### config.mk
export PLATFORM = sky130hd
export DESIGN_NAME = branch_redirect_unit
export DESIGN_NICKNAME = d
export VERILOG_FILES = /design/src/rtl/branch_redirect_unit.sv
export SDC_FILE = /design/constraint.sdc
export NUM_CORES = 1
export LEC_CHECK = 0
export BUFFER_PORTS_ARGS = -buffer_cell sky130_fd_sc_hd__buf_2
export CORE_MARGIN = 2
export CORE_UTILIZATION = 45
export CTS_BUF_LIST = sky130_fd_sc_hd__clkbuf_4 sky130_fd_sc_hd__clkbuf_8 sky130_fd_sc_hd__clkbuf_16
export DETAILED_ROUTE_END_ITERATION = 10
export GPL_TIMING_DRIVEN = 0
export PLACE_DENSITY_LB_ADDON = 0.2
export SETUP_SLACK_MARGIN = 0.05
export SLEW_MARGIN = 30
export SYNTH_ARGS = -nofsm -noshare
export SYNTH_HDL_FRONTEND = slang
export SYNTH_SLANG_ARGS = --single-unit
### constraint.sdc
create_clock -name clk -period 4.4 [get_ports clk]
set_input_delay 0.44 -clock clk [delete_from_list [all_inputs] [get_ports clk]]
set_output_delay 0.44 -clock clk [all_outputs]
set_load 0.005 [all_outputs]
### src/rtl/branch_redirect_unit.sv
// rtl/branch_redirect_unit.sv - EX-stage branch resolution, PC redirect, flush sequencing and branch statistics
module branch_redirect_unit #(
  parameter int WID_DATA     = 32,
  parameter int FLUSH_CYCLES = 2,
  parameter int CNT_W        = 32
) (
  input  logic                clk,
  input  logic                rst_n,
  input  logic                ex_valid,
  input  logic                ex_branch,
  input  logic                ex_jal,
  input  logic                ex_jalr,
  input  logic [2:0]          ex_funct3,
  input  logic [WID_DATA-1:0] ex_pc,
  input  logic [WID_DATA-1:0] ex_imm,
  input  logic [WID_DATA-1:0] rs1_data,
  input  logic                br_eq,
  input  logic                br_lt,
  input  logic                stall,
  output logic                cmpop,
  output logic                redirect_valid,
  output logic [WID_DATA-1:0] redirect_pc,
  output logic                flush,
  output logic                misalign,
  output logic                illegal_br,
  output logic [CNT_W-1:0]    branch_cnt,
  output logic [CNT_W-1:0]    taken_cnt
);

  localparam int FCNT_W = (FLUSH_CYCLES < 4) ? 2 : $clog2(FLUSH_CYCLES + 1);
  localparam logic [FCNT_W-1:0] FCNT_INIT = FCNT_W'(FLUSH_CYCLES - 1);
  localparam logic [FCNT_W-1:0] FCNT_LAST = FCNT_W'(1);
  localparam logic [CNT_W-1:0]  CNT_MAX   = '1;
  localparam logic [CNT_W-1:0]  CNT_ONE   = CNT_W'(1);

  typedef enum logic {IDLE, FLUSH} state_t;

  state_t              state, state_d;
  logic [FCNT_W-1:0]   fcnt, fcnt_d;
  logic                redirect_valid_d, flush_d, misalign_d, illegal_br_d;
  logic [WID_DATA-1:0] redirect_pc_d;
  logic [CNT_W-1:0]    branch_cnt_d, taken_cnt_d;

  logic                br_taken, br_illegal, taken, accept;
  logic                count_branch, count_taken;
  logic [WID_DATA-1:0] add_base, sum, target;

  assign cmpop = !ex_funct3[1];

  always_comb begin
    br_taken   = 1'b0;
    br_illegal = 1'b0;
    case (ex_funct3)
      3'b000:         br_taken = br_eq;
      3'b001:         br_taken = !br_eq;
      3'b100, 3'b110: br_taken = br_lt;
      3'b101, 3'b111: br_taken = !br_lt;
      default:        br_illegal = 1'b1;
    endcase
  end

  // JALR clears bit 0 of its target; alignment is then judged on bit 1 alone
  assign add_base = ex_jalr ? rs1_data : ex_pc;
  assign sum      = add_base + ex_imm;
  assign target   = ex_jalr ? {sum[WID_DATA-1:1], 1'b0} : sum;

  assign taken  = ex_jal | ex_jalr | (ex_branch & br_taken);
  assign accept = ex_valid & !stall & (state == IDLE) & (ex_branch | ex_jal | ex_jalr);

  assign count_branch = accept & ex_branch & !br_illegal;
  assign count_taken  = count_branch & br_taken;

  always_comb begin
    state_d          = state;
    fcnt_d           = fcnt;
    redirect_valid_d = 1'b0;
    redirect_pc_d    = redirect_pc;
    flush_d          = 1'b0;
    misalign_d       = 1'b0;
    illegal_br_d     = 1'b0;
    case (state)
      IDLE: begin
        if (accept) begin
          if (ex_branch && br_illegal) begin
            illegal_br_d = 1'b1;
          end else if (taken && target[1]) begin
            misalign_d = 1'b1;
          end else if (taken) begin
            redirect_valid_d = 1'b1;
            redirect_pc_d    = target;
            flush_d          = 1'b1;
            if (FLUSH_CYCLES > 1) begin
              state_d = FLUSH;
              fcnt_d  = FCNT_INIT;
            end
          end
        end
      end
      FLUSH: begin
        // Wrong-path EX contents are ignored; the flush window runs out regardless of stall
        flush_d = 1'b1;
        fcnt_d  = fcnt - FCNT_LAST;
        if (fcnt == FCNT_LAST) begin
          state_d = IDLE;
        end
      end
      default: begin
        state_d = IDLE;
        fcnt_d  = '0;
      end
    endcase
  end

  always_comb begin
    branch_cnt_d = branch_cnt;
    taken_cnt_d  = taken_cnt;
    if (count_branch && (branch_cnt != CNT_MAX)) begin
      branch_cnt_d = branch_cnt + CNT_ONE;
    end
    if (count_taken && (taken_cnt != CNT_MAX)) begin
      taken_cnt_d = taken_cnt + CNT_ONE;
    end
  end

  always_ff @(posedge clk) begin
    if (!rst_n) begin
      state          <= IDLE;
      fcnt           <= '0;
      redirect_valid <= 1'b0;
      redirect_pc    <= '0;
      flush          <= 1'b0;
      misalign       <= 1'b0;
      illegal_br     <= 1'b0;
      branch_cnt     <= '0;
      taken_cnt      <= '0;
    end else begin
      state          <= state_d;
      fcnt           <= fcnt_d;
      redirect_valid <= redirect_valid_d;
      redirect_pc    <= redirect_pc_d;
      flush          <= flush_d;
      misalign       <= misalign_d;
      illegal_br     <= illegal_br_d;
      branch_cnt     <= branch_cnt_d;
      taken_cnt      <= taken_cnt_d;
    end
  end

endmodule

==> summary.md <==
The first global-routing pass estimated 27,500 um of wire. The number of primary I/O pins came out at 209. After routing, the total negative slack on setup checks comes to 0 ps.

The DRC violation total after the first TritonRoute iteration is 359, and the routability congestion estimate from global placement is 0.861. The floorplan row count came out at 43. The synthesized design spends more area on one cell type than any other, namely dfxtp_1. The clock-pin slew on the worst setup and hold paths came out at 70 ps. Setup repair after global routing left no endpoint under its margin. The tools report the post-CTS repair timing setup buffer count as 0. The count of placed standard cells including taps is 1,168. The number of port buffers came out at 207. When the netlist entered floorplanning its net count stood at 924.

The normalized max-slew margin was 0.392; the CTS sink count was 103. For this run, the leading register cell type out of synthesis is dfxtp_1. The number of filler cells placed in the layout is 1,339, and the number of maximum-capacitance violations is 0. The share of synthesized cell area in and, or, nand and nor gates came out at 0.261. The initial core utilization came out at 0.460.

The number of antenna diodes in the final layout is 0. The main combinational cell family by area after synthesis is simple AND/OR/NAND/NOR gates. Overall power consumption after layout is estimated at 2.36 mW. The number of enable-type register cells in the synthesized netlist came out at 0. The longest clock path from root to sink contains 2 buffers.

STA puts the critical path data required time at 4650 ps. Once placement finished, the instance area stood at 7650 sq um. The tools report the overall routing resource usage as 0.227.

Sorting the synthesized cells by how often they occur yields dfxtp_1, nor2_1, nand2_1, a21oi_1, xnor2_1. Slack of the critical path: 875 ps. STA classifies the critical path startpoint as a primary input. Number of antenna violations at the first check in global routing: 0. The later pin in the worst-skew pair is clocked with a latency of 350 ps.

Entering global routing, the biggest net connects 18 pins. The logs give 0 for the number of remaining DRC errors and 0.323 for the sequential-to-total area share from yosys stat. The net count of the finished layout is 1,142.

The portion of netlist area occupied by mux cells was 0.0609. The compound-gate portion of the synthesized area was 0.148; the final setup skew was 6.36 ps. Setup violations remaining at the end of the flow were counted as 0. The total routed wirelength is 17,200 um, and the total non-filler cell area in the finished layout is 7980 sq um. For the pin with the worst max-slew slack, the measured transition is 907 ps. The via total after detailed routing came out at 6,296. Overall die area: 15,200 sq um.

Post-route antenna net violation count: 0. The most common cell in the synthesized netlist is dfxtp_1. The share of flip-flops with an asynchronous set or reset works out to 0. The routed length per instance is 14.6 um. Clock tree synthesis selected as its root buffer the cell clkbuf_16. The sum of net half-perimeters after detailed placement was 13,600 um; the final count of pins violating max slew was 0. The element type at the critical path end was a register.

For the via count of the first global-routing pass, the log shows 5,756. The final critical-path share of the clock period is 0.801, and the fraction of final layout cells sized beyond drive strength 1 is 0.280. The total number of H-tree levels is 3. The number of hold-slack violations in the final timing report is 0.

By area the synthesized netlist is led by dfxtp_1, ha_1, nor2_1, mux2_2, xnor2_1. VDD sags by at most 0.170 mV. The power per cell area works out to 295 nW/um^2.

The critical path goes through buf_2 > buf_1 > mux2_2 > ha_1 > o21ai_0 > o21bai_1 > a21oi_1 > o2bb2ai_1 > or3_1 > a21oi_1 > xnor2_1 > a22o_1. Compared with the post-synthesis result, the final layout area differs by 24.9%. The xor/xnor share of the synthesized area came out at 0.106. Dividing the synthesized area by the synthesized cell count gives 8.18 sq um. The maximum fanout count along the critical path came out at 10. The worst setup path is of the primary input to register kind. The run gives 0 as the count of warnings emitted by yosys.

The number of library cell types mapped by synthesis came out at 68. Number of buffers added to fix hold violations after cts: 0. The number of gates resized after CTS was 0.

For this run, the top clock speed supported by timing is 0.284 GHz. Counting I/O delays and the setup requirement, the final critical path takes 3530 ps. In this design, the critical path's most frequently occurring cell is a21oi_1.

The flow ran to the end, and the final reports show no timing, DRC or antenna violations. The core region is 13,900 sq um. TritonCTS built the clock tree. The mean number of vias per cell works out to 5.32.

The core occupancy in the finished layout was 0.575. The number of search-and-repair iterations in the first detailed-routing pass is 5, and the delay of the slowest cell on the worst path is 440 ps. The number of synthesized register bits was 103; the clock buffer count from CTS was 9.

For this design the static power due to leakage is 3.53 nW. Cell with the largest stage delay on the worst path: buf_1. The cell count after synthesis came out at 781.

The data arrival time at the worst-slack endpoint was 3770 ps; the final hold slack was 455 ps. The die is 123 um tall. The adder-cell share of the synthesized area was 0.0697. Summing every instance area after synthesis gives 6390 sq um. Summed over all layers, the global routing overflow is 0.

Prior to clock tree synthesis, the placed netlist has a worst setup slack of 510 ps. The width of the chip works out to 123 um. Top cell type's share of synthesized area: 0.323.

Once layout is complete, the cells apart from fillers number 1,184. In this run the worst hold path is classified as register to register.
-- final timing paths --
check	slack (ps)	endpoint	startpoint	cells past startpoint
worst max register to register	2030	branch_cnt[6]	branch_cnt[3]	8
worst max-delay path	870	redirect_pc[30]	ex_jalr	12
worst min register to register	450	redirect_pc[0]	redirect_pc[0]	2
worst min-delay path	450	redirect_pc[0]	redirect_pc[0]	2
-- cells by family after synthesis --
family / after synthesis
and+or+nand+nor: 330
AOI/OAI and AO/OA: 151
DFF: 103
xor gates and xnor gates: 77
buffers and inverters: 50
muxes: 35
adders and majority gates: 35
-- layout make-up --
type                            instances  area, sq um  share of cell area
Inverter                               20         75.1             0.00941
Tap cell                              180          225              0.0282
Multi-Input combinational cell        628         4120               0.516
Clock inverter                          6         93.8              0.0118
Sequential cell                       103         2060               0.259
Clock buffer                           10          233              0.0292
Buffer                                 30          133              0.0166
Timing Repair Buffer                  207         1040               0.130
-- power breakdown --
group          internal [mW]  switching [mW]
combinational          0.226           0.285
sequential             0.954          0.0152
clock                  0.509           0.367
total                   1.69           0.667
-- sequential cells by signal, summed over array words and instances (netlist names) --
name and count:
branch_cnt 32, fcnt 2, flush 1, illegal_br 1
misalign 1, redirect_pc 32, redirect_valid 1, state 1
taken_cnt 32
-- cell usage in the layout (no fill, tap or decap), drive strengths merged, types with 11 or more instances in the layout --
master and instances:
and3 11, nand4 27, o21ai 35, nor3 14
xnor2 39, nand2 89, inv 21, clkbuf 29
nor2 102, a211oi 11, ha 34, xor2 38
buf 218, mux2 31, nand3 34, dfxtp 103
a21oi 50
-- worst max-delay path: cells and delay by family --
| kind | cells | cell delay [ps] |
|---|---|---|
| AOI/OAI and AO/OA | 6 | 1330 |
| buffers and inverters | 2 | 730 |
| and+or+nand+nor | 1 | 420 |
| muxes | 1 | 400 |
| adders and majority gates | 1 | 350 |
| xor gates and xnor gates | 1 | 90 |
-- layer usage --
| layer | wire [um] | track usage | up-vias |
|---|---|---|---|
| li1 | - | - | 3211 |
| met1 | 8210 | 0.312 | 2875 |
| met2 | 7720 | 0.368 | 197 |
| met3 | 1110 | 0.0406 | 13 |
| met4 | 198 | 0.0561 | 0 |
| met5 | 0 | 0 | - |
No activity file was read; power rests on OpenSTA's default activity.
